### src/rtl/eu_register_file.sv
// -----------------------------------------------------------------------------
// eu_register_file
//
// General-purpose register file feeding the execution unit's arithmetic stage.
// Holds DEPTH = 2**ADDR_WIDTH registers of BUS_WIDTH bits. There are two read
// ports, which produce the registered operands A_out/B_out, and one writeback
// port, which captures the arithmetic unit's data_out.
//
// Optional feature macro: WRITE_BYPASS_EN
//   defined   : a fetch that collides with a same-edge write of the same
//               register returns the new (written) value.
//   undefined : such a fetch returns the pre-write contents. The write still
//               completes.
//
// Ports:
//   clk        in   rising-edge clock for all state
//   rst_n      in   asynchronous active-low reset; clears all state
//   wr_en      in   writeback enable
//   wr_addr    in   [ADDR_WIDTH] writeback destination register
//   wr_data    in   [BUS_WIDTH]  writeback data
//   rd_en      in   operand fetch enable; when low, A_out/B_out hold
//   addr_a     in   [ADDR_WIDTH] source register for operand A
//   addr_b     in   [ADDR_WIDTH] source register for operand B
//   mb_select  in   1 selects const_in as operand B instead of regs[addr_b]
//   const_in   in   [BUS_WIDTH]  immediate operand
//   A_out      out  [BUS_WIDTH]  registered operand A
//   B_out      out  [BUS_WIDTH]  registered operand B
//   rd_valid   out  high for one cycle after each cycle with rd_en=1
// -----------------------------------------------------------------------------
module eu_register_file #(
    parameter int BUS_WIDTH  = 16,
    parameter int ADDR_WIDTH = 3
) (
    input  logic                  clk,
    input  logic                  rst_n,
    input  logic                  wr_en,
    input  logic [ADDR_WIDTH-1:0] wr_addr,
    input  logic [BUS_WIDTH-1:0]  wr_data,
    input  logic                  rd_en,
    input  logic [ADDR_WIDTH-1:0] addr_a,
    input  logic [ADDR_WIDTH-1:0] addr_b,
    input  logic                  mb_select,
    input  logic [BUS_WIDTH-1:0]  const_in,
    output logic [BUS_WIDTH-1:0]  A_out,
    output logic [BUS_WIDTH-1:0]  B_out,
    output logic                  rd_valid
);

    localparam int DEPTH = 2 ** ADDR_WIDTH;

    // Flattened view of every register, used by the read multiplexers.
    logic [DEPTH-1:0][BUS_WIDTH-1:0] regs_q;

    logic [BUS_WIDTH-1:0] a_out_reg;
    logic [BUS_WIDTH-1:0] b_out_reg;
    logic                 rd_valid_reg;
    logic [BUS_WIDTH-1:0] a_out_next;
    logic [BUS_WIDTH-1:0] b_out_next;

    // The storage is built from flops rather than RAM, because reset must
    // clear every register at once.
    generate
        for (genvar gi = 0; gi < DEPTH; gi++) begin : g_reg
            logic [BUS_WIDTH-1:0] data_reg;

            always_ff @(posedge clk or negedge rst_n) begin
                if (!rst_n) begin
                    data_reg <= '0;
                end else if (wr_en && (wr_addr == ADDR_WIDTH'(gi))) begin
                    data_reg <= wr_data;
                end
            end

            assign regs_q[gi] = data_reg;
        end
    endgenerate

    // Operand selection. Without bypass, a same-edge write is invisible to
    // the fetch, because regs_q still holds the pre-write value.
    always_comb begin
        a_out_next = regs_q[addr_a];
        b_out_next = mb_select ? const_in : regs_q[addr_b];
`ifdef WRITE_BYPASS_EN
        // Forward the writeback value so that a dependent instruction can
        // issue right behind its producer. Operand B is forwarded only when
        // it actually comes from the register file.
        if (wr_en && (wr_addr == addr_a)) begin
            a_out_next = wr_data;
        end
        if (wr_en && !mb_select && (wr_addr == addr_b)) begin
            b_out_next = wr_data;
        end
`endif
    end

    always_ff @(posedge clk or negedge rst_n) begin
        if (!rst_n) begin
            a_out_reg    <= '0;
            b_out_reg    <= '0;
            rd_valid_reg <= 1'b0;
        end else begin
            rd_valid_reg <= rd_en;
            if (rd_en) begin
                a_out_reg <= a_out_next;
                b_out_reg <= b_out_next;
            end
        end
    end

    assign A_out    = a_out_reg;
    assign B_out    = b_out_reg;
    assign rd_valid = rd_valid_reg;

endmodule

### config.mk
export PLATFORM = sky130hd
export DESIGN_NAME = eu_register_file
export DESIGN_NICKNAME = d
export VERILOG_FILES = /design/src/rtl/eu_register_file.sv
export SDC_FILE = /design/constraint.sdc
export NUM_CORES = 1
export LEC_CHECK = 0
export BUFFER_PORTS_ARGS = -buffer_cell sky130_fd_sc_hd__buf_2
export CORE_ASPECT_RATIO = 1.75
export CORE_MARGIN = 8
export CORE_UTILIZATION = 41
export CTS_CLUSTER_SIZE = 10
export DETAILED_ROUTE_END_ITERATION = 16
export SLEW_MARGIN = 10
export SYNTH_ARGS = -nofsm -noshare
export SYNTH_HDL_FRONTEND = slang
export SYNTH_SLANG_ARGS = --single-unit
export TNS_END_PERCENT = 10
### constraint.sdc
create_clock -name clk -period 1.1 [get_ports clk]
set_input_delay 0.22 -clock clk [delete_from_list [all_inputs] [get_ports clk]]
set_output_delay 0.22 -clock clk [all_outputs]
set_load 0.05 [all_outputs]
Word level (Yosys, flattened, before mapping)
Index checks and enable logic that the tools add are counted.
Widths: inputs -> output; s select.
{"block": "word_totals", "register_bits": 161, "in_bits": 46, "output_inout_bits": 33}
{"block": "classes", "n_lt_le_gt_ge": 2, "n_eq_ne": 7, "muxes": 5, "reduce_logical": 9}
{"cell": "$bmux 16 s3", "n": 2}
{"cell": "$mux 16", "n": 3}
{"cell": "$eq 3x3->1 const B", "n": 4}
{"cell": "$logic_and 1x1->1", "n": 8}
{"cell": "$lt 3x4->1 const B", "n": 2}
{"cell": "$eq 3x2->1 const B", "n": 2}
{"cell": "$eq 3x1->1 const B", "n": 1}
{"cell": "$logic_not 3->1", "n": 1}

Longest topological paths before layout
{"block": "logic_depth", "ltp_word": 3, "ltp_mapped": 6, "depth_no_buf": 3}

Worst setup path after synthesis
No wires, ideal clock.
{"block": "synth_path", "path_type": "input -> register", "startpoint": "input port wr_addr[2]", "endpoint": "register g_reg[2].data_reg[10]", "setup_ps": 125, "arrival_ps": 1344, "required_ps": 975, "setup_slack_ps": -369, "cell_stages": 5, "cell_sequence": "buf_6 -> nand2b_4 -> nor3b_4 -> buf_8 -> mux2_2"}
{"block": "synth_between", "elab_chain_len": 2}
{"item": "start: declaration", "line": "37", "text": "input logic [ADDR_WIDTH-1:0] wr_addr,"}
{"item": "$eq 3x2->1", "line": "69", "text": "end else if (wr_en && (wr_addr == ADDR_WIDTH'(gi))) begin"}
{"item": "$logic_and 1x1->1", "line": "69"}
{"item": "end signal: assignment", "line": "70", "text": "data_reg <= wr_data;"}
{"item": "end: declaration", "line": "64", "text": "logic [BUS_WIDTH-1:0] data_reg;"}
Every way passes these cells.
A chain may end at the register's enable or synchronous reset.

Worst setup path after layout
{"block": "layout_path", "startpoint": "register g_reg[2].data_reg[6]", "endpoint": "register b_out_reg[6] (netlist: B_out[6])"}
{"block": "layout_between", "elab_chain_len": 3}
{"item": "$bmux 16 s3", "line": "82", "text": "b_out_next = mb_select ? const_in : regs_q[addr_b];"}
{"item": "$mux 16 (implied by the code)", "line": "82"}
{"item": "$mux 16", "line": "82"}
{"item": "end signal: assignment", "line": "105", "text": "b_out_reg <= b_out_next;"}
{"item": "end: declaration", "line": "55", "text": "logic [BUS_WIDTH-1:0] b_out_reg;"}
Every way passes these cells. The select of a mux whose other input is x is not followed.

==> flow_results.org <==
** Setup path
- In this run the worst path has a maximum fanout of 2.
- Data on the critical path arrives at its endpoint at 1.59 ns.
- Data required time of the worst path :: 1.40 ns
- Kind of critical path :: flip-flop to flip-flop
- The worst setup path is launched from a flip-flop.
- Element type at the critical path end :: flip-flop

** Drt
- The detailed router finished its first iteration with 404 violations.
- Post-route DRC violation count :: 0
- In the final routed layout, each cell accounts on average for 23.5 um.
- Routed wire length :: 24,900 um
- Total via count after detailed routing :: 6,083
- Via count normalized by instance count :: 5.73
- Number of nets with antenna violations after detailed routing :: 0
- For this run, the detailed router's first-pass iteration total came to 6.

** Synth
- Post-Syn Area per Cell :: 12.8 um2
- During synthesis, Yosys emitted a total of 0 warnings.
- Number of standard cells after synthesis :: 653
- For this run, the register share of the synthesized area comes to 48.2%.
- Counting flops with a built-in enable in the synthesized netlist gives 0.
- The top cell type by area accounts for 48.2% of the synthesized area.
- Summing every instance area after synthesis gives 0.00837 mm2.
- Synthesized flop and latch total :: 161
- Nets in the synthesized netlist :: 699
- Summed over all instances, the cell type with the most area after synthesis is sky130_fd_sc_hd__dfrtp_1.
- After synthesis, the netlist uses 28 different library cells.
- Counting flops with an async set or reset pin after synthesis yields a share of 100%.
- Top cells by area in the synthesized netlist :: sky130_fd_sc_hd__dfrtp_1, sky130_fd_sc_hd__mux2_2, sky130_fd_sc_hd__mux2i_1, sky130_fd_sc_hd__a22oi_1, sky130_fd_sc_hd__a41o_1
- Dominant synthesized flop cell :: sky130_fd_sc_hd__dfrtp_1

** CTS
- Clock transition time at the flip-flop clock pins of the worst setup and hold paths :: 0.07 ns
- The tree is rooted in a sky130_fd_sc_hd__clkbuf_16.
- Clock network latency to the later pin of the worst-skew pair :: 0.43 ns
- TritonCTS Sinks :: 161
- The clock passes through at most 2 buffers.
- Counting the buffers created by CTS gives 17.
- The H-tree was split into 4 levels.
- TritonCTS built the clock tree.

** GRT
- For this run, the total global-route usage over all layers was measured as 20.4%.
- Via count of the first global-routing pass :: 6,833
- The first global-routing pass estimated 39,000 um of wire.
- Summed over all layers, the global routing overflow is 0.
- Antenna violations before repair :: 0
- Pin count of the biggest net entering global routing :: 43

** Placed design
- Input and output buffers added on the ports amount to 78.
- At the end of routability-driven placement, the weighted congestion stood at 0.809.
- Detailed placement finished with a half-perimeter wire length of 17,200 um.

** Floorplan
- I/O pin total :: 79
- Die Width :: 124 um
- The total area inside the core boundary comes to 0.0202 mm2.
- Area of the die :: 0.0254 mm2
- Starting Density :: 41.4%
- Num rows :: 69
- Height of the chip :: 205 um

** Finish
- Number of filler cells placed in the layout :: 1,773
- Count of antenna diodes in the layout :: 0
- P&R area growth vs syn :: 28.8%
- Total Nets Final :: 846
- Leaving out fill and tap cells, the most frequent cells in the layout are sky130_fd_sc_hd__dfrtp_1, sky130_fd_sc_hd__mux2_2, sky130_fd_sc_hd__mux2i_1.
- Most frequent standard cell in the layout excluding fill and tap cells :: sky130_fd_sc_hd__dfrtp_1
- In the final layout, the multi-input gates occupy 0.00410 mm2.
- Largest register FFs :: 128
- Register area :: 0.00403 mm2
- The post-route netlist has 49.2% of its cells at a drive strength greater than 1.
- Final design utilization :: 53.3%

** Timing
- Finish-stage setup viols :: 49
- Setup repair after global routing could not meet its margin everywhere.
- Worst slew slack as a fraction of its limit :: 72.1%
- Clock skew on the completed layout was measured at 0.0115 ns.
- Final critical delay including setup and external delays :: 1.29 ns
- The max-slew violation total from the final report came to 0.
- For the pin with the worst max-slew slack, the measured transition is 0.414 ns.
- After layout, the worst setup slack is -0.187 ns.
- For this run, the top clock speed supported by timing is 777 MHz.
- Tcrit/Tclk final :: 117%
- Number of hold violations in the final report :: 0
- After routing, the total negative slack on setup checks comes to -5.04 ns.

** Hold path
- Worst hold path type :: primary input to flip-flop

** Run status
- The flow ran to the end, but the final reports show violations.
- Violations in the final reports :: setup timing

** Power
- Highest ir drop seen on vdd :: 0.880 mV
- Static power due to leakage :: 4.90 nW
- For this design the ratio of total power to cell area is 1790 mW/mm2.
- Post-layout total power :: 19.2 mW

** Run
- Maxcap violations :: 0
==> what timing repair did <==
action,CTS,global route
pin swaps,31,7
gates resized for setup,73,6
setup buffers,1,0
gates cloned,0,0
hold buffers,2,0
hold endpoints to repair,114,0
endpoints found under the setup margin,54,59
==> stage by stage <==
stage          instances  setup WS (ns)  cell area [um2]  hold WS, ns
2_1_floorplan        653         -0.348             8410      -0.0756
4_1_cts             1061         -0.186            10700        0.116
6_report            1061         -0.187            10800        0.130
3_3_place_gp        1026         -0.442             9920        0.129
3_5_place_dp        1026         -0.473             9920        0.129
5_1_grt             1061         -0.237            10800        0.123
==> path summary, 6_finish.rpt <==
kind / start / to / slack (ns) / cells past startpoint
max in group asynchronous: rst_n / g_reg[4].data_reg[8]$_DFFE_PN0P_ / 0.36 / 3
min in group asynchronous: rst_n / g_reg[2].data_reg[3]$_DFFE_PN0P_ / 0.24 / 2
hold / removal: wr_data[7] / g_reg[2].data_reg[7]$_DFFE_PN0P_ / 0.13 / 2
setup reg to reg: g_reg[2].data_reg[6]$_DFFE_PN0P_ / B_out[6]$_DFFE_PN0P_ / -0.19 / 3
hold reg to reg: g_reg[6].data_reg[4]$_DFFE_PN0P_ / g_reg[6].data_reg[4]$_DFFE_PN0P_ / 0.52 / 1
setup / recovery: g_reg[2].data_reg[6]$_DFFE_PN0P_ / B_out[6]$_DFFE_PN0P_ / -0.19 / 3
==> layer usage <==
layer | global-route usage, % | up-vias | wire (um)
met3 | 3.81 | 41 | 1190
li1 | - | 2745 | -
met5 | 0 | - | 0
met4 | 8.89 | 0 | 819
met1 | 22.7 | 3135 | 9440
met2 | 36.4 | 162 | 13500
==> critical path, stage by stage (launching register included) <==
cell	delay (ns)
sky130_fd_sc_hd__dfrtp_1	0.40
sky130_fd_sc_hd__mux2_4	0.28
sky130_fd_sc_hd__a222oi_1	0.34
sky130_fd_sc_hd__a31oi_1	0.14
==> layout make-up <==
class / count / area share, %
clock inverter: 13 / 1.18
timing repair buffer: 181 / 16.4
clock buffer: 19 / 4.11
sequential: 161 / 37.4
tap: 248 / 2.88
multi-input combinational: 439 / 38.1
==> cell families after synthesis <==
logic type / count (synthesis) / synth area share [%]
mux: 256 / 33.2
flops: 161 / 48.2
simple gates: 98 / 7.07
compound gates: 85 / 7.87
buf+inv: 53 / 3.69
==> Yosys cell counts, types with 13 or more instances <==
master / number
sky130_fd_sc_hd__nand3_1: 16
sky130_fd_sc_hd__dfrtp_1: 161
sky130_fd_sc_hd__buf_2: 16
sky130_fd_sc_hd__clkbuf_1: 17
sky130_fd_sc_hd__mux2i_1: 84
sky130_fd_sc_hd__nand2_1: 33
sky130_fd_sc_hd__nor2b_1: 21
sky130_fd_sc_hd__mux2_2: 171
sky130_fd_sc_hd__a41o_1: 16
sky130_fd_sc_hd__buf_4: 13
sky130_fd_sc_hd__a22oi_1: 26
==> power by group <==
part	leakage [nW]	switching, mW	internal (mW)
clock	0.271	2.56	3.22
combinational	2.71	2.47	2.91
sequential	1.93	0.940	7.15
total	4.90	5.96	13.3
Note: power is estimated with default switching activity, not from simulation.
